===== src/rtl/rgmii_rx_ddr_capture.sv =====
// rgmii_rx_ddr_capture
//   RGMII receive front end. Captures 4-bit DDR data and DDR control from the
//   PHY on both edges of rgmii_clk, realigns them into one GMII byte per cycle
//   and decodes RX_DV / RX_ER. While the line is idle, it also tracks the PHY
//   in-band link status.
//
// Ports
//   rgmii_clk          in   1  RX clock from the PHY; both edges are used
//   rst                in   1  synchronous active-high reset (rising edge)
//   rgmii_rx_ctl       in   1  DDR control: rise = RX_DV, fall = RX_DV ^ RX_ER
//   rgmii_rxd          in   4  DDR data: rise = bits[3:0], fall = bits[7:4]
//   mac_rx_data        out  8  GMII byte
//   mac_rx_data_valid  out  1  RX_DV for mac_rx_data
//   mac_rx_error       out  1  RX_ER for mac_rx_data
//   link_up            out  1  in-band link status
//   link_speed         out  2  in-band speed (00=10M, 01=100M, 10=1000M)
//   full_duplex        out  1  in-band duplex
//
// Latency: 2 rising edges from the rising-phase sample to the output register.

module rgmii_rx_ddr_capture #(
    parameter bit INBAND_STATUS_EN = 1'b1
) (
    input  logic       rgmii_clk,
    input  logic       rst,
    input  logic       rgmii_rx_ctl,
    input  logic [3:0] rgmii_rxd,
    output logic [7:0] mac_rx_data,
    output logic       mac_rx_data_valid,
    output logic       mac_rx_error,
    output logic       link_up,
    output logic [1:0] link_speed,
    output logic       full_duplex
);

    // Capture stage
    logic [3:0] r_d_r;
    logic       r_c_r;
    logic [3:0] r_d_f;
    logic       r_c_f;
    logic       r_rst_q;

    // Alignment stage
    logic [7:0] r_byte;
    logic       r_dv;
    logic       r_er;

    // Output stage
    logic [7:0] r_out_data;
    logic       r_out_dv;
    logic       r_out_er;
    logic       r_link_up;
    logic [1:0] r_link_speed;
    logic       r_full_duplex;

    logic       w_status_beat;

    // An idle beat with matching nibbles carries the PHY in-band status.
    assign w_status_beat = !r_dv && !r_er && (r_byte[3:0] == r_byte[7:4]);

    // Reset seen on the rising edge; lets the falling-edge flops clear on
    // the following falling edge while staying in the single clock domain.
    always_ff @(posedge rgmii_clk) begin
        r_rst_q <= rst;
    end

    always_ff @(negedge rgmii_clk) begin
        if (r_rst_q) begin
            r_d_f <= '0;
            r_c_f <= 1'b0;
        end else begin
            r_d_f <= rgmii_rxd;
            r_c_f <= rgmii_rx_ctl;
        end
    end

    always_ff @(posedge rgmii_clk) begin
        if (rst) begin
            r_d_r         <= '0;
            r_c_r         <= 1'b0;
            r_byte        <= '0;
            r_dv          <= 1'b0;
            r_er          <= 1'b0;
            r_out_data    <= '0;
            r_out_dv      <= 1'b0;
            r_out_er      <= 1'b0;
            r_link_up     <= 1'b0;
            r_link_speed  <= '0;
            r_full_duplex <= 1'b0;
        end else begin
            r_d_r      <= rgmii_rxd;
            r_c_r      <= rgmii_rx_ctl;

            // Falling half of the previous cycle is the high nibble.
            r_byte     <= {r_d_f, r_d_r};
            r_dv       <= r_c_r;
            r_er       <= r_c_r ^ r_c_f;

            r_out_data <= r_byte;
            r_out_dv   <= r_dv;
            r_out_er   <= r_er;

            if (INBAND_STATUS_EN && w_status_beat) begin
                r_link_up     <= r_byte[0];
                r_link_speed  <= r_byte[2:1];
                r_full_duplex <= r_byte[3];
            end
        end
    end

    assign mac_rx_data       = r_out_data;
    assign mac_rx_data_valid = r_out_dv;
    assign mac_rx_error      = r_out_er;
    assign link_up           = r_link_up;
    assign link_speed        = r_link_speed;
    assign full_duplex       = r_full_duplex;

endmodule


===== config.mk =====
export PLATFORM = sky130hd
export DESIGN_NAME = rgmii_rx_ddr_capture
export DESIGN_NICKNAME = d
export VERILOG_FILES = /design/src/rtl/rgmii_rx_ddr_capture.sv
export SDC_FILE = /design/constraint.sdc
export NUM_CORES = 1
export LEC_CHECK = 0
export BUFFER_PORTS_ARGS = -buffer_cell sky130_fd_sc_hd__buf_2
export CORE_MARGIN = 2
export CORE_UTILIZATION = 55
export DETAILED_ROUTE_END_ITERATION = 6
export PLACE_DENSITY = 0.8
export SYNTH_ARGS = -nofsm -noshare
export SYNTH_HDL_FRONTEND = slang
export SYNTH_SLANG_ARGS = --single-unit

===== constraint.sdc =====
create_clock -name rgmii_clk -period 3.9 [get_ports rgmii_clk]
set_input_delay 0.39 -clock rgmii_clk [delete_from_list [all_inputs] [get_ports rgmii_clk]]
set_output_delay 0.39 -clock rgmii_clk [all_outputs]
set_load 0.1 [all_outputs]

# Word level (Yosys, flattened, before mapping)
# Cells that the tools add are included.
[totals] regBits=35 input_bits=7 word_cells=20
[op_classes] eq_ne=1 bitwise_logic=1 n_reduce_logical=4
[op_table] cell="4-bit == test" n=1
[op_table] cell="1-bit logical AND" n=2
[op_table] cell="1-bit logical NOT" n=2
[op_table] cell="1-bit XOR" n=1

# Longest topological paths before layout
# Gate-level depths: netlist of the first run.
[depth] depth_word=3 ltp_mapped=4 mapped_depth_nobuf=4

==> results of run 1 <==
Yosys cell counts:
master,count,area (µm²)
mux2_4,4,60.1
and4bb_4,1,16.3
inv_2,2,7.51
nor2b_2,1,8.76
xor2_1,1,8.76
a22oi_1,1,7.51
xnor2_1,1,8.76
o221ai_2,1,15.0
inv_1,2,7.51
nor2b_1,29,181
nand2b_1,1,6.26
nor2_1,4,15.0
a211oi_1,1,7.51
clkbuf_1,3,11.3
dfxtp_1,35,701
stage by stage:
step	hold slack, ns	std cells	setup WS (ns)
floorplan	0.414	87	1.34
global placement	0.419	129	1.23
detailed placement	0.421	129	1.21
CTS	0.272	141	1.31
global route	0.276	141	1.23
finish	0.279	141	1.31
critical path: stages, from the launching register on:
cell	delay [ns]
dfxtp_1	0.30
xnor2_1	0.14
nor2_1	0.05
flip-flops by register name (all words and copies together), names as in the netlist:
register	cells
r_byte	8
full_duplex	1
mac_rx_data_valid	1
link_up	1
r_c_r	1
r_c_f	1
mac_rx_data	8
r_d_f	4
r_rst_q	1
r_er	1
r_dv	1
link_speed	2
r_d_r	4
mac_rx_error	1
cell families (layout without fill, tap and decap cells):
logic type      after synthesis  count (layout)  synth area share [%]
xor+xnor                      2               2                  1.65
buf+inv                       7              36                  2.47
simple gates                 36              36                  21.4
compound gates                3               3                  2.83
mux                           4               4                  5.65
flops                        35              35                  66.0
per-layer routing:
layer	up-vias	routed length [µm]	GRT usage, %
met5	-	0	0
met4	0	34	9.73
met3	5	116	10.2
met2	20	627	22.9
met1	267	502	13.1
li1	328	-	-
area by class of cell:
| type | instances | share of cell area (%) |
|---|---|---|
| clock inverter | 7 | 2.75 |
| multi-input combinational | 45 | 26.3 |
| clock buffer | 6 | 4.90 |
| tap | 25 | 2.45 |
| timing repair buffer | 20 | 7.84 |
| inverter | 3 | 0.882 |
| sequential | 35 | 54.9 |
worst max-delay path by stage:
stage | startpoint | end | cells past startpoint
after global routing | r_c_f | r_er | 2
after floorplan | rgmii_rx_ctl | r_c_f | 1
final | r_c_f | r_er | 2
after global placement | rgmii_rx_ctl | r_c_f | 2
after CTS | r_c_f | r_er | 2
after detailed placement | rgmii_rxd[1] | r_d_f[1] | 2
power breakdown:
group / internal [mW] / total (mW) / switching [mW]
clock network: 0.117 / 0.245 / 0.128
logic: 0.0204 / 0.0658 / 0.0454
registers: 0.372 / 0.378 / 0.00523
==> reports/qor.yml, run 1 <==
cts-root-buf: "clkbuf_4"
reg2reg_to: "r_er"
clk_latency_ns: 0.38
worst_setup_path_start_kind: "flip-flop"
post_cts_buffers: 0
cts_max_level: 2
drc: 0
slew_headroom_pct: 67.7
worstHoldStart: "rgmii_rx_ctl"
ff2ff_path_depth: 2
rows: 15
num-fill-cells: 151
port_buffers: 20
end_kind: "flip-flop"
final_cell_mix: "35 x dfxtp_1, 29 x nor2b_1, 20 x buf_2"
vias_per_cell: 4.40
crit_required_ns: 4.11
ys_seq_area_share_pct: 66.0
post_cts_resize_count: 0
layout.nets: 122
critPathMaxFanout: 1
synth_cell_type_count: 15
worstMarginPinSlew_ns: 0.485
dpl-instance-area_um2: 1180
syn_inst: 87
place.gp.congestion: 0.677
grt_pass1_wl_um: 2060
antenna_found_initial: 0
cts_hold_buf: 0
die_w_um: 47.9
drv_slew: 0
fin_area_um2: 1280
grt_max_degree: 31
syn_to_final_growth_pct: 20.1
antenna_left: 0
ir_worst_vdd_mv: 0.431
syn-num-nets: 94
crit_type: "flip-flop to flip-flop"
vias: 620
whs_endpoint: "r_c_r"
cap_violations: 0
grt_pass1_vias: 534
dieArea_um2: 2300
arrival_ns: 2.80
hpwlAfterDp_um: 922
die_h_um: 47.9
num_antenna_cells: 0
powerDensity_nw_per_um2: 539
min_path_type: "input pin to flip-flop"
drt_wl_total_um: 1280
syn_area_um2: 1060
cts_tree: "built"
synth.avg_cell_area_um2: 12.2
cts_made_buffers: 5
core_um2: 1760
multi_input_area_um2: 335
first_iter_violations: 4
track_usage_pct: 14.5
clkTransAtPathRegs_ns: 0.10
skew_ns: 0.0550
io_pins: 21
status: "completed"
holdPathStages: 2
hold_viol_final: 0
yosysWarnings: 0
reg2reg_from: "r_c_f"
mostFrequentLayoutCell: "dfxtp_1"
first_pass_iters: 4
start_util_pct: 60.2
clock_path_buffers: 2
setup_viol: 0
r2r_setup_slack_ns: 1.31
cts_sinks: 35
finalPower_uw: 688
final_util_pct: 72.3
fin_tns_setup_ns: 0
drive_above_1_share_pct: 31.9
p_leak_nw: 0.582
wire_per_inst_um: 9.09
seqCellArea_um2: 701
yosys_register_bits: 35
grt_overflow_total: 0
grt_setup_unrepaired: "no"
Note: power is estimated with default switching activity, not from simulation.
==> run 2, diff against run 1 <==
Settings changed: CORE_UTILIZATION 55 to 51, PLACE_DENSITY 0.8 to 0.75.
Clock period 3.9 ns to 2.7 ns, I/O delays scaled along.
==> run 2 against run 1 <==
Global-route usage shrank 2.4 points. Setup slack worse by 0.61 ns. Via count down 1.5%. Die area grew 7.2%. Count of clock-buffer cells in the layout stayed put.
==> reports/qor.yml, run 2 (synthesis gave the netlist of run 1 again) <==
io_pins: 21  # unchanged
setup_viol: 0  # unchanged
seqCellArea_um2: 701  # unchanged
drc: 0  # unchanged
critPathMaxFanout: 1  # unchanged
drive_above_1_share_pct: 31.0  # was 31.9%
holdWs_ns: 0.164  # was 0.279 ns
post_cts_buffers: 0  # unchanged
powerDensity_nw_per_um2: 794  # was 539 nW/µm²
ff2ff_path_depth: 2  # unchanged
cp-startpoint: "r_c_f"  # unchanged
vias: 611  # was 620
cts_sinks: 35  # unchanged
fin_tns_setup_ns: 0  # unchanged
multi_input_area_um2: 335  # unchanged
final_cell_mix: "35 x dfxtp_1, 29 x nor2b_1, 20 x buf_2"  # unchanged
num_antenna_cells: 0  # unchanged
dpl-instance-area_um2: 1180  # about the same
die_w_um: 49.6  # was 47.9 µm
cts_hold_buf: 0  # unchanged
layout.nets: 122  # unchanged
p_leak_nw: 0.584  # was 0.582 nW
antenna_left: 0  # unchanged
cts-root-buf: "clkbuf_4"  # unchanged
worstMarginPinSlew_ns: 0.499  # was 0.485 ns
die_h_um: 49.6  # was 47.9 µm
track_usage_pct: 12.1  # was 14.5%
min_path_type: "input pin to flip-flop"  # unchanged
cap_violations: 0  # unchanged
hold_viol_final: 0  # unchanged
rows: 16  # was 15
drv_slew: 0  # unchanged
grt_max_degree: 31  # unchanged
num-fill-cells: 189  # was 151
worst_setup_path_start_kind: "flip-flop"  # unchanged
final_util_pct: 65.1  # was 72.3%
syn_to_final_growth_pct: 20.1  # unchanged
crit_type: "flip-flop to flip-flop"  # unchanged
crit_path_end: "r_er"  # unchanged
cts_tree: "built"  # unchanged
end_kind: "flip-flop"  # unchanged
crit_required_ns: 2.90  # was 4.11 ns
first_pass_iters: 4  # unchanged
grt_pass1_vias: 534  # unchanged
dieArea_um2: 2460  # was 2300 µm²
arrival_ns: 2.20  # was 2.80 ns
reg2reg_to: "r_er"  # unchanged
grt_setup_unrepaired: "no"  # unchanged
place.gp.congestion: 0.719  # was 0.677
status: "completed"  # unchanged
first_iter_violations: 5  # was 4
drt_wl_total_um: 1280  # about the same
port_buffers: 20  # unchanged
vias_per_cell: 4.27  # was 4.40
reg2reg_from: "r_c_f"  # unchanged
grt_pass1_wl_um: 2160  # was 2060 µm
mostFrequentLayoutCell: "dfxtp_1"  # unchanged
grt_overflow_total: 0  # unchanged
clkTransAtPathRegs_ns: 0.10  # about the same
r2r_setup_slack_ns: 0.70  # was 1.31 ns
ir_worst_vdd_mv: 0.470  # was 0.431 mV
post_cts_resize_count: 0  # unchanged
cts_made_buffers: 5  # unchanged
wire_per_inst_um: 8.93  # was 9.09 µm
cts_max_level: 2  # unchanged
fin_area_um2: 1280  # unchanged
clock_path_buffers: 2  # unchanged
slew_headroom_pct: 66.7  # was 67.7%
antenna_found_initial: 0  # unchanged
start_util_pct: 54.1  # was 60.2%
skew_ns: 0.0518  # was 0.0550 ns
clk_latency_ns: 0.37  # was 0.38 ns
core_um2: 1960  # was 1760 µm²
==> run 2: worst max-delay path, stage by stage (launching register included) <==
cell	delay [ns]
dfxtp_1	0.30
xnor2_1	0.14
nor2_1	0.05
==> run 2: worst min path at each step <==
stage,startpoint,to,slack (ns),cells past startpoint
2_1_floorplan,rst,r_rst_q,0.30,0
3_3_place_gp,r_d_r[1],r_byte[1],0.42,1
3_5_place_dp,r_d_r[3],r_byte[3],0.43,1
4_1_cts,rgmii_rxd[0],r_d_r[0],0.15,2
5_1_grt,rgmii_rxd[1],r_d_r[1],0.15,2
6_report,rgmii_rxd[0],r_d_r[0],0.16,2
==> run 2: per-stage QoR <==
stage	cells	power (mW)	setup slack, ns
final	143	1.01	0.697
after floorplan	87	0.650	0.762
after global placement	131	0.664	0.745
after global routing	143	1.07	0.666
after detailed placement	131	0.667	0.728
after CTS	143	1.03	0.692
==> run 2: report_power, final <==
part	switching [mW]	total [mW]	leakage (nW)	internal [mW]
clock network	0.169	0.373	0.0689	0.204
registers	0.00771	0.545	0.288	0.538
logic	0.0653	0.0948	0.228	0.0295
total	0.242	1.01	0.584	0.771
==> run 2: layout make-up <==
class	instances	area share, %
Inverter	3	0.882
Sequential cell	35	54.9
Multi-Input combinational cell	45	26.3
Timing Repair Buffer	20	7.84
Tap cell	27	2.65
Clock buffer	6	3.24
Clock inverter	7	4.22
==> run 2: metal layers <==
layer	global-route usage (%)	up-vias	routed length, µm
li1	-	327	-
met1	12.5	261	534
met2	20.2	21	639
met3	5.45	2	91
met4	6.94	0	12
met5	0	-	0
==> run 3, diff against run 2 <==
Settings changed: CORE_UTILIZATION 51 to 46, PLACE_DENSITY 0.75 to 0.71.
Clock period 2.7 ns to 1.8 ns, I/O delays scaled along.
==> run 3 against run 2 <==
Setup slack worse by 0.43 ns. Register-to-register slack worse by 0.43 ns. Hold slack worse by 0.098 ns. Combinational power is 51% higher. Count of clock-buffer cells in the layout is 1 lower. Clock power is 18% higher. Utilization is 7.4 points lower. Sequential share of layout area is 0.54 points higher. Final area is 0.98% lower.
==> reports/qor.yml, run 3 (synthesis gave the netlist of run 1 again) <==
cts_made_buffers: 5  # unchanged
grt_setup_unrepaired: "no"  # unchanged
syn_to_final_growth_pct: 19.0  # was 20.1%
post_cts_buffers: 0  # unchanged
clkTransAtPathRegs_ns: 0.10  # about the same
status: "completed"  # unchanged
grt_overflow_total: 0  # unchanged
cts-root-buf: "clkbuf_4"  # unchanged
die_w_um: 52.1  # was 49.6 µm
post_cts_resize_count: 0  # unchanged
fin_area_um2: 1260  # was 1280 µm²
hold_viol_final: 0  # unchanged
fin_tns_setup_ns: 0  # unchanged
core_um2: 2190  # was 1960 µm²
ir_worst_vdd_mv: 0.618  # was 0.470 mV
critPathBufInv: 0  # unchanged
drive_above_1_share_pct: 32.5  # was 31.0%
min_path_type: "input pin to flip-flop"  # unchanged
cpMaxStageDelayCell: "dfxtp_1"  # unchanged
crit_required_ns: 2.03  # was 2.90 ns
start_util_pct: 48.5  # was 54.1%
first_pass_iters: 2  # was 4
layout.nets: 123  # was 122
vias_per_cell: 4.24  # was 4.27
grt_pass1_vias: 541  # was 534
drc: 0  # unchanged
dpl-instance-area_um2: 1190  # was 1180 µm²
cts_sinks: 35  # unchanged
crit_type: "flip-flop to flip-flop"  # unchanged
cap_violations: 0  # unchanged
rows: 17  # was 16
skew_ns: 0.0607  # was 0.0518 ns
track_usage_pct: 12.2  # was 12.1%
first_iter_violations: 5  # unchanged
end_kind: "flip-flop"  # unchanged
dieArea_um2: 2710  # was 2460 µm²
powerDensity_nw_per_um2: 1110  # was 794 nW/µm²
antenna_found_initial: 0  # unchanged
vias: 615  # was 611
clock_path_buffers: 2  # unchanged
port_buffers: 20  # unchanged
antenna_left: 0  # unchanged
io_pins: 21  # unchanged
cts_tree: "built"  # unchanged
slew_headroom_pct: 67.9  # was 66.7%
worst_setup_path_start_kind: "flip-flop"  # unchanged
final_cell_mix: "35 x dfxtp_1, 29 x nor2b_1, 20 x buf_2"  # unchanged
wire_per_inst_um: 9.43  # was 8.93 µm
p_leak_nw: 0.578  # was 0.584 nW
grt_max_degree: 21  # was 31
max_stage_delay_ns: 0.30  # about the same
place.gp.congestion: 0.700  # was 0.719
die_h_um: 52.1  # was 49.6 µm
clk_latency_ns: 0.38  # was 0.37 ns
arrival_ns: 1.77  # was 2.20 ns
cts_hold_buf: 0  # unchanged
cts_max_level: 2  # unchanged
critPathMaxFanout: 1  # unchanged
mostFrequentLayoutCell: "dfxtp_1"  # unchanged
worstMarginPinSlew_ns: 0.485  # was 0.499 ns
num_antenna_cells: 0  # unchanged
grt_pass1_wl_um: 2190  # was 2160 µm
crit_family: "flip-flops"  # unchanged
drv_slew: 0  # unchanged
drt_wl_total_um: 1370  # was 1280 µm
setup_viol: 0  # unchanged
path_cells: "xnor2_1, nor2_1"  # unchanged
==> run 3: metrics by stage <==
stage	util (%)	total power, mW	hold WS [ns]	setup slack (ns)	std cells
after floorplan	-	0.975	0.208	0.312	87
after global placement	54.5	0.999	0.404	0.317	133
after detailed placement	54.5	1.00	0.405	0.294	133
after CTS	57.7	1.42	0.0493	0.262	145
after global routing	57.7	1.47	0.0497	0.232	145
final	57.7	1.40	0.0664	0.263	145
==> run 3: worst reg2reg max path: stages, from the launching register on <==
cell,delay [ns]
dfxtp_1,0.30
xnor2_1,0.15
nor2_1,0.05
==> run 3: where the power goes <==
part | switching, mW | total, mW | internal, mW
logic | 0.0979 | 0.143 | 0.0455
registers | 0.0118 | 0.818 | 0.806
clock network | 0.279 | 0.440 | 0.162
total | 0.388 | 1.40 | 1.01
==> run 3: area by class of cell <==
| cell class | count | area [µm²] |
|---|---|---|
| clock buffers | 5 | 37.5 |
| repair buffers | 21 | 108 |
| clock inverters | 8 | 36.3 |
| multi-input cells | 45 | 335 |
| fillers | 208 | 927 |
| well taps | 28 | 35.0 |
| flip-flops and latches | 35 | 701 |
| inverters | 3 | 11.3 |
==> run 3: layer usage <==
metal / track usage, % / part of all wire (%)
met3: 6.90 / 9.2
met4: 10.5 / 1.8
met1: 11.1 / 41
met5: 0 / 0
met2: 19.4 / 48
==> run 3: worst paths after layout <==
check | startpoint | end | slack, ns | cells after the start
max | r_c_f | r_er | 0.26 | 2
max reg2reg | r_c_f | r_er | 0.26 | 2
min reg2reg | r_d_r[3] | r_byte[3] | 0.45 | 1
min | rgmii_rxd[0] | r_d_r[0] | 0.07 | 2
